`src/rtl/fp_pkg.sv`:
```
// Shared types and constants for the FP adder normalize/round back end.
package fp_pkg;

  localparam int EXP_W   = 8;
  localparam int FRAC_W  = 23;
  localparam int EXT_W   = 8;
  localparam int BIAS    = 127;
  localparam int EXP_MAX = 255;

  typedef struct packed {
    logic              sign;
    logic [EXP_W-1:0]  exponent;
    logic [FRAC_W-1:0] fraction;
  } fp32_t;

  typedef enum logic [1:0] {IDLE, NORM, ROUND, OUT} norm_state_t;

endpackage

```
`src/rtl/lzc_limit.sv`:
```
// Leading-zero count of a 32-bit mantissa, saturated at SHIFT_STEP.
// Only the top SHIFT_STEP bits are inspected, which keeps the priority chain short.
module lzc_limit #(
  parameter int SHIFT_STEP = 1
) (
  input  logic [31:0] mant,
  output logic [3:0]  count
);

  logic found;

  // Scan from the MSB down; the first set bit gives the count, else saturate.
  always_comb begin
    count = 4'(SHIFT_STEP);
    found = 1'b0;
    for (int i = 0; i < SHIFT_STEP; i++) begin
      if (!found && mant[31-i]) begin
        count = 4'(i);
        found = 1'b1;
      end
    end
  end

endmodule

```
`src/rtl/fp_normalize_round.sv`:
```
// Renormalizes an aligned signed-magnitude mantissa sum, rounds to nearest-even
// and packs a binary32 result with overflow/underflow/inexact flags.
// One operation in flight: IDLE -> NORM (1+ cycles) -> ROUND -> OUT.
module fp_normalize_round
  import fp_pkg::*;
#(
  parameter int SHIFT_STEP = 1
) (
  input  logic        clk,
  input  logic        rst_n,
  input  logic        in_valid,
  output logic        in_ready,
  input  logic        signIn,
  input  logic [7:0]  exponentIn,
  input  logic [32:0] mantissaIn,
  output logic        out_valid,
  input  logic        out_ready,
  output logic [31:0] result,
  output logic        overflow,
  output logic        underflow,
  output logic        inexact
);

  norm_state_t state_q, state_d;
  logic [32:0] mant_q, mant_d;
  logic [9:0]  exp_q, exp_d;
  logic        sign_q, sign_d;
  logic        sticky_q, sticky_d;
  logic        zero_q, zero_d;
  logic        out_valid_q, out_valid_d;
  fp32_t       result_q, result_d;
  logic        overflow_q, overflow_d;
  logic        underflow_q, underflow_d;
  logic        inexact_q, inexact_d;

  // Left-shift amount limited by SHIFT_STEP, leading zeros and exponent headroom.
  logic [3:0]  lz;
  logic [3:0]  k;
  logic [9:0]  exp_room;

  lzc_limit #(.SHIFT_STEP(SHIFT_STEP)) u_lzc (
    .mant  (mant_q[31:0]),
    .count (lz)
  );

  // Shift limit: never drop the exponent below 1 (subnormal floor).
  always_comb begin
    exp_room = exp_q - 10'd1;
    k        = (exp_room < 10'(lz)) ? exp_room[3:0] : lz;
  end

  // Round-to-nearest-even on the 24-bit significand plus guard/sticky.
  logic        guard, st, lsb, up;
  logic [24:0] sig_raw, sig;
  logic [9:0]  exp_r;
  logic [7:0]  field;
  logic        rnd_inexact;

  always_comb begin
    guard       = mant_q[EXT_W-1];
    st          = sticky_q | (|mant_q[EXT_W-2:0]);
    lsb         = mant_q[EXT_W];
    up          = guard & (st | lsb);
    rnd_inexact = guard | st;
    sig_raw     = {1'b0, mant_q[31:EXT_W]} + 25'(up);
    sig         = sig_raw;
    exp_r       = exp_q;
    if (sig_raw[24]) begin
      sig   = sig_raw >> 1;
      exp_r = exp_q + 10'd1;
    end
    // A subnormal whose rounding carries into bit 23 picks up field 1 via exp_r==1.
    field = sig[23] ? exp_r[7:0] : 8'd0;
  end

  // Next-state and datapath update for the normalize/round sequence.
  always_comb begin
    state_d     = state_q;
    mant_d      = mant_q;
    exp_d       = exp_q;
    sign_d      = sign_q;
    sticky_d    = sticky_q;
    zero_d      = zero_q;
    out_valid_d = out_valid_q;
    result_d    = result_q;
    overflow_d  = overflow_q;
    underflow_d = underflow_q;
    inexact_d   = inexact_q;
    unique case (state_q)
      IDLE: begin
        if (in_valid) begin
          mant_d   = mantissaIn;
          sign_d   = signIn;
          sticky_d = 1'b0;
          zero_d   = 1'b0;
          exp_d    = (exponentIn == 8'd0) ? 10'd1 : {2'b00, exponentIn};
          state_d  = NORM;
        end
      end
      NORM: begin
        if (mant_q == 33'd0) begin
          zero_d  = 1'b1;
          state_d = ROUND;
        end else if (mant_q[32]) begin
          mant_d   = mant_q >> 1;
          sticky_d = sticky_q | mant_q[0];
          exp_d    = exp_q + 10'd1;
          state_d  = ROUND;
        end else if (mant_q[31] || exp_q == 10'd1) begin
          state_d = ROUND;
        end else begin
          mant_d = mant_q << k;
          exp_d  = exp_q - 10'(k);
        end
      end
      ROUND: begin
        out_valid_d = 1'b1;
        state_d     = OUT;
        if (zero_q) begin
          result_d    = '{sign: sign_q, exponent: '0, fraction: '0};
          overflow_d  = 1'b0;
          underflow_d = 1'b0;
          inexact_d   = 1'b0;
        end else if (exp_r >= 10'(EXP_MAX)) begin
          result_d    = '{sign: sign_q, exponent: '1, fraction: '0};
          overflow_d  = 1'b1;
          underflow_d = 1'b0;
          inexact_d   = rnd_inexact;
        end else begin
          result_d    = '{sign: sign_q, exponent: field, fraction: sig[FRAC_W-1:0]};
          overflow_d  = 1'b0;
          underflow_d = (field == 8'd0) & rnd_inexact;
          inexact_d   = rnd_inexact;
        end
      end
      OUT: begin
        if (out_ready) begin
          out_valid_d = 1'b0;
          state_d     = IDLE;
        end
      end
      default: state_d = IDLE;
    endcase
  end

  // State and registered outputs; reset discards any in-flight operation.
  always_ff @(posedge clk or negedge rst_n) begin
    if (!rst_n) begin
      state_q     <= IDLE;
      mant_q      <= '0;
      exp_q       <= '0;
      sign_q      <= 1'b0;
      sticky_q    <= 1'b0;
      zero_q      <= 1'b0;
      out_valid_q <= 1'b0;
      result_q    <= '0;
      overflow_q  <= 1'b0;
      underflow_q <= 1'b0;
      inexact_q   <= 1'b0;
    end else begin
      state_q     <= state_d;
      mant_q      <= mant_d;
      exp_q       <= exp_d;
      sign_q      <= sign_d;
      sticky_q    <= sticky_d;
      zero_q      <= zero_d;
      out_valid_q <= out_valid_d;
      result_q    <= result_d;
      overflow_q  <= overflow_d;
      underflow_q <= underflow_d;
      inexact_q   <= inexact_d;
    end
  end

  assign in_ready  = (state_q == IDLE);
  assign out_valid = out_valid_q;
  assign result    = result_q;
  assign overflow  = overflow_q;
  assign underflow = underflow_q;
  assign inexact   = inexact_q;

endmodule

```
`config.mk`:
```
export PLATFORM = sky130hd
export DESIGN_NAME = fp_normalize_round
export DESIGN_NICKNAME = d
export VERILOG_FILES = /design/src/rtl/fp_pkg.sv /design/src/rtl/lzc_limit.sv /design/src/rtl/fp_normalize_round.sv
export SDC_FILE = /design/constraint.sdc
export NUM_CORES = 1
export LEC_CHECK = 0
export BUFFER_PORTS_ARGS = -buffer_cell sky130_fd_sc_hd__buf_4
export CELL_PAD_IN_SITES_DETAIL_PLACEMENT = 1
export CELL_PAD_IN_SITES_GLOBAL_PLACEMENT = 1
export CORE_MARGIN = 2
export CORE_UTILIZATION = 45
export CTS_CLUSTER_DIAMETER = 50
export CTS_CLUSTER_SIZE = 16
export DETAILED_ROUTE_END_ITERATION = 8
export PLACE_DENSITY_LB_ADDON = 0.1
export SYNTH_ARGS = -nofsm -noshare
export SYNTH_HDL_FRONTEND = slang
export SYNTH_HIERARCHICAL = 1
export SYNTH_SLANG_ARGS = --single-unit
```
`constraint.sdc`:
```
create_clock -name clk -period 4.85 [get_ports clk]
set_clock_uncertainty 0.2 [all_clocks]
set_input_delay 0.97 -clock clk [delete_from_list [all_inputs] [get_ports clk]]
set_output_delay 0.97 -clock clk [all_outputs]
set_load 0.03 [all_outputs]
```
==> impl_metrics.toml <==
[placement]
io_buffer_count = 82
place.gp.congestion = 1.00
placed_area_mm2 = 0.00826
hpwl_mm = 21.1

[die]
coreArea_mm2 = 0.0165
pin_count = 83
start_util_pct = 45.6
die_area_mm2 = 0.0177
row_count = 47
die_y_um = 133
die_width_um = 133

[synth]
syn_inst = 978
yosys.cell_types.count = 71
avgSynthCellArea_um2 = 7.68
synth_edf_count = 0
syn_area_mm2 = 0.00751
ys.warnings.count = 6
seq_area_frac_synth_pct = 28.0
ys_seq_elements = 84
async_reset_ff_share_pct = 100
synth_flop_cell = "dfrtp_1"

[grt]
grt_max_degree = 63
grt_pass1_wl_mm = 46.8
grt.met3_usage_pct = 4.95
use_met1_pct = 46.8
gr-total-overflow = 0
first_global_vias = 8266
grt-busiest-layer = "met2"
use_met2_pct = 52.6
grt_usage_pct = 33.2
antenna_found_initial = 0

[worst_setup_path]
critPathKind = "reg -> reg"
r2r_setup_slack_ns = 0.46
end_kind = "flip-flop"
r2r_start = "exp_q[1]$_DFFE_PN0P_"
r2r-end = "exp_q[8]$_DFFE_PN0P_"
crit_fanout = 13
worstPathRequired_ns = 4.90
arrival_ns = 4.44
start_kind = "flip-flop"
reg2reg_depth = 16

[routing]
first_pass_iters = 5
remaining_drc_errors = 0
final_antenna_net_count = 0
num_vias = 8273
viasPerCell = 6.68
drt-wirelength-per-cell_um = 23.4
drt_iter0_drc = 614
wl_mm = 29.0

[clock_network]
cts.reportedPaths.clkPinSlew_ns = 0.07
tritoncts = "yes"
cts_buffer_depth = 2
clockRootBuffer = "clkbuf_16"
clock-sinks = 84
cts_made_buffers = 9
clk_latency_ns = 0.36
cts_htree_levels = 3

[timing]
rsz0062_at_grt = "false"
setup_viol = 0
fmax_ghz = 0.228
fin_crit_ns = 4.39
max_slew.worst_pin.slew_ns = 0.939
slew_viol_final = 0
whs_ns = 0.294
setup_tns_ns = 0
final.period_utilization_pct = 90.5
finalHoldViolations = 0
slew_headroom_pct = 37.2

[pwr]
power.share.sequential_pct = 20.8
clkPwrFrac_pct = 9.9
p_per_area_mw_per_mm2 = 876
p_int_uw = 3240
netSwitchingFraction_pct = 56.9
worst_ir_drop_vdd_uv = 323
p_sw_uw = 4280
p_leak_uw = 0.00347
combPwrFrac_pct = 69.3
total_power_uw = 7520

[worst_hold_path]
whs_path_depth = 1
hold_end = "result[4]$_DFFE_PN0P_"
holdCritStartpoint = "result[4]$_DFFE_PN0P_"
hp-class = "reg -> reg"

[cells_and_area]
finalCoreUtilization_pct = 52.1
antenna_cells = 0
final_cell_mix = "117 x buf_4, 84 x dfrtp_1, 75 x o21ai_0, 71 x a211oi_1, 65 x nor2_1"
final_common_cell = "buf_4"
fin_nets = 1074
drive_gt1_share_pct = 14.9
seqCellArea_mm2 = 0.00210
fill_cells = 2068
area_growth_pct = 14.2
final_area_mm2 = 0.00858
multi_input_area_mm2 = 0.00480

[run_status]
status = "completed"

[flow_run]
max-cap-violations = 0
-- power by group through the flow --
stage	Combinational, µW	Sequential (µW)	Clock (µW)
floorplan	3540	1490	0
global placement	4960	1550	0
detailed placement	5060	1560	0
CTS	5100	1550	754
global route	5630	1610	786
finish	5210	1570	743
-- critical path, stage by stage, from the launching register on --
cell	delay [ns]
dfrtp_1	0.60
inv_1	0.16
ha_1	0.41
inv_1	0.16
ha_1	0.24
a21boi_0	0.14
o211ai_1	0.28
nand4_1	0.28
mux2i_4	0.29
inv_2	0.07
ha_1	0.19
inv_1	0.09
ha_1	0.20
a221o_1	0.28
a311oi_1	0.36
nor2_1	0.07
o32ai_1	0.25
-- repair_timing --
| item | 4_1_cts | 5_1_grt |
|---|---|---|
| hold endpoints to repair | 0 | 0 |
| resized for setup | 0 | 0 |
| hold buffers | 0 | 0 |
| endpoints found under the setup margin | 0 | 2 |
| setup buffers | 0 | 1 |
-- cell usage after synthesis, types with 7 or more instances --
master	count	share of area, %
o31ai_1	11	1.1
o22ai_1	9	0.75
dfrtp_1	84	28
xor2_1	9	1.0
buf_2	23	1.5
o211ai_1	27	2.7
o2bb2ai_1	16	1.9
mux2i_1	26	3.5
o221ai_1	8	0.93
nand3_1	44	2.9
a21oi_1	48	3.2
nand2b_1	9	0.75
ha_1	15	2.5
inv_1	55	2.7
o21ai_0	76	5.1
a221oi_1	10	1.2
a21o_1	8	0.80
buf_4	7	0.70
or3_1	17	1.4
o21ai_1	7	0.47
a31oi_1	14	1.2
nor3_1	51	3.4
nand4_1	11	0.92
a211oi_1	71	7.1
nand2_1	64	3.2
nor2_1	65	3.2
xnor2_1	24	2.8
nor4_1	14	1.2
clkbuf_1	60	3.0
and3_1	14	1.2
-- layer usage --
metal  share of wire, %  routed length (µm)
met5                  0                   0
met3                6.7                1950
met4                2.5                 733
met1                 45               12900
met2                 46               13400
-- state kept, by name, indices dropped and copies added, names as in the netlist, 2 cells and up --
| name | flops |
|---|---|
| mant_q | 33 |
| result | 32 |
| exp_q | 10 |
| state_q | 2 |
-- how the worst max path moves through the flow --
stage,end,cells past startpoint,start,slack [ns]
2_1_floorplan,exp_q[8]$_DFFE_PN0P_,19,exp_q[0]$_DFFE_PN0P_,0.36
6_report,exp_q[8]$_DFFE_PN0P_,16,exp_q[1]$_DFFE_PN0P_,0.46
4_1_cts,exp_q[9]$_DFFE_PN0P_,16,exp_q[1]$_DFFE_PN0P_,0.36
5_1_grt,result[11]$_DFFE_PN0P_,15,mant_q[0]$_DFFE_PN0P_,0.09
3_3_place_gp,exp_q[8]$_DFFE_PN0P_,15,exp_q[1]$_DFFE_PN0P_,0.67
3_5_place_dp,exp_q[8]$_DFFE_PN0P_,15,exp_q[1]$_DFFE_PN0P_,0.41
-- cells by family after synthesis --
family | after synthesis | synth area share (%)
AND/OR/NAND/NOR | 308 | 20.5
adder cells (fa/ha/maj) | 15 | 2.50
multiplexers | 31 | 4.36
other | 1 | 0.0499
AO/OA/AOI/OAI | 354 | 32.3
XOR/XNOR | 33 | 3.85
flip-flops | 84 | 28.0
buffers and inverters | 152 | 8.44
-- final cells by class --
class	instances	area share, %
clock buffers	10	2.78
repair buffers	117	10.2
multi-input cells	744	56.0
clock inverters	6	0.831
inverters	57	2.49
well taps	220	3.21
flip-flops and latches	84	24.5
-- stage by stage --
| step | worst slack [ns] | instances |
|---|---|---|
| floorplan | 0.363 | 980 |
| global placement | 0.667 | 1221 |
| detailed placement | 0.408 | 1221 |
| CTS | 0.364 | 1237 |
| global route | 0.0919 | 1238 |
| finish | 0.462 | 1238 |
(Power assumes the default switching activity.)
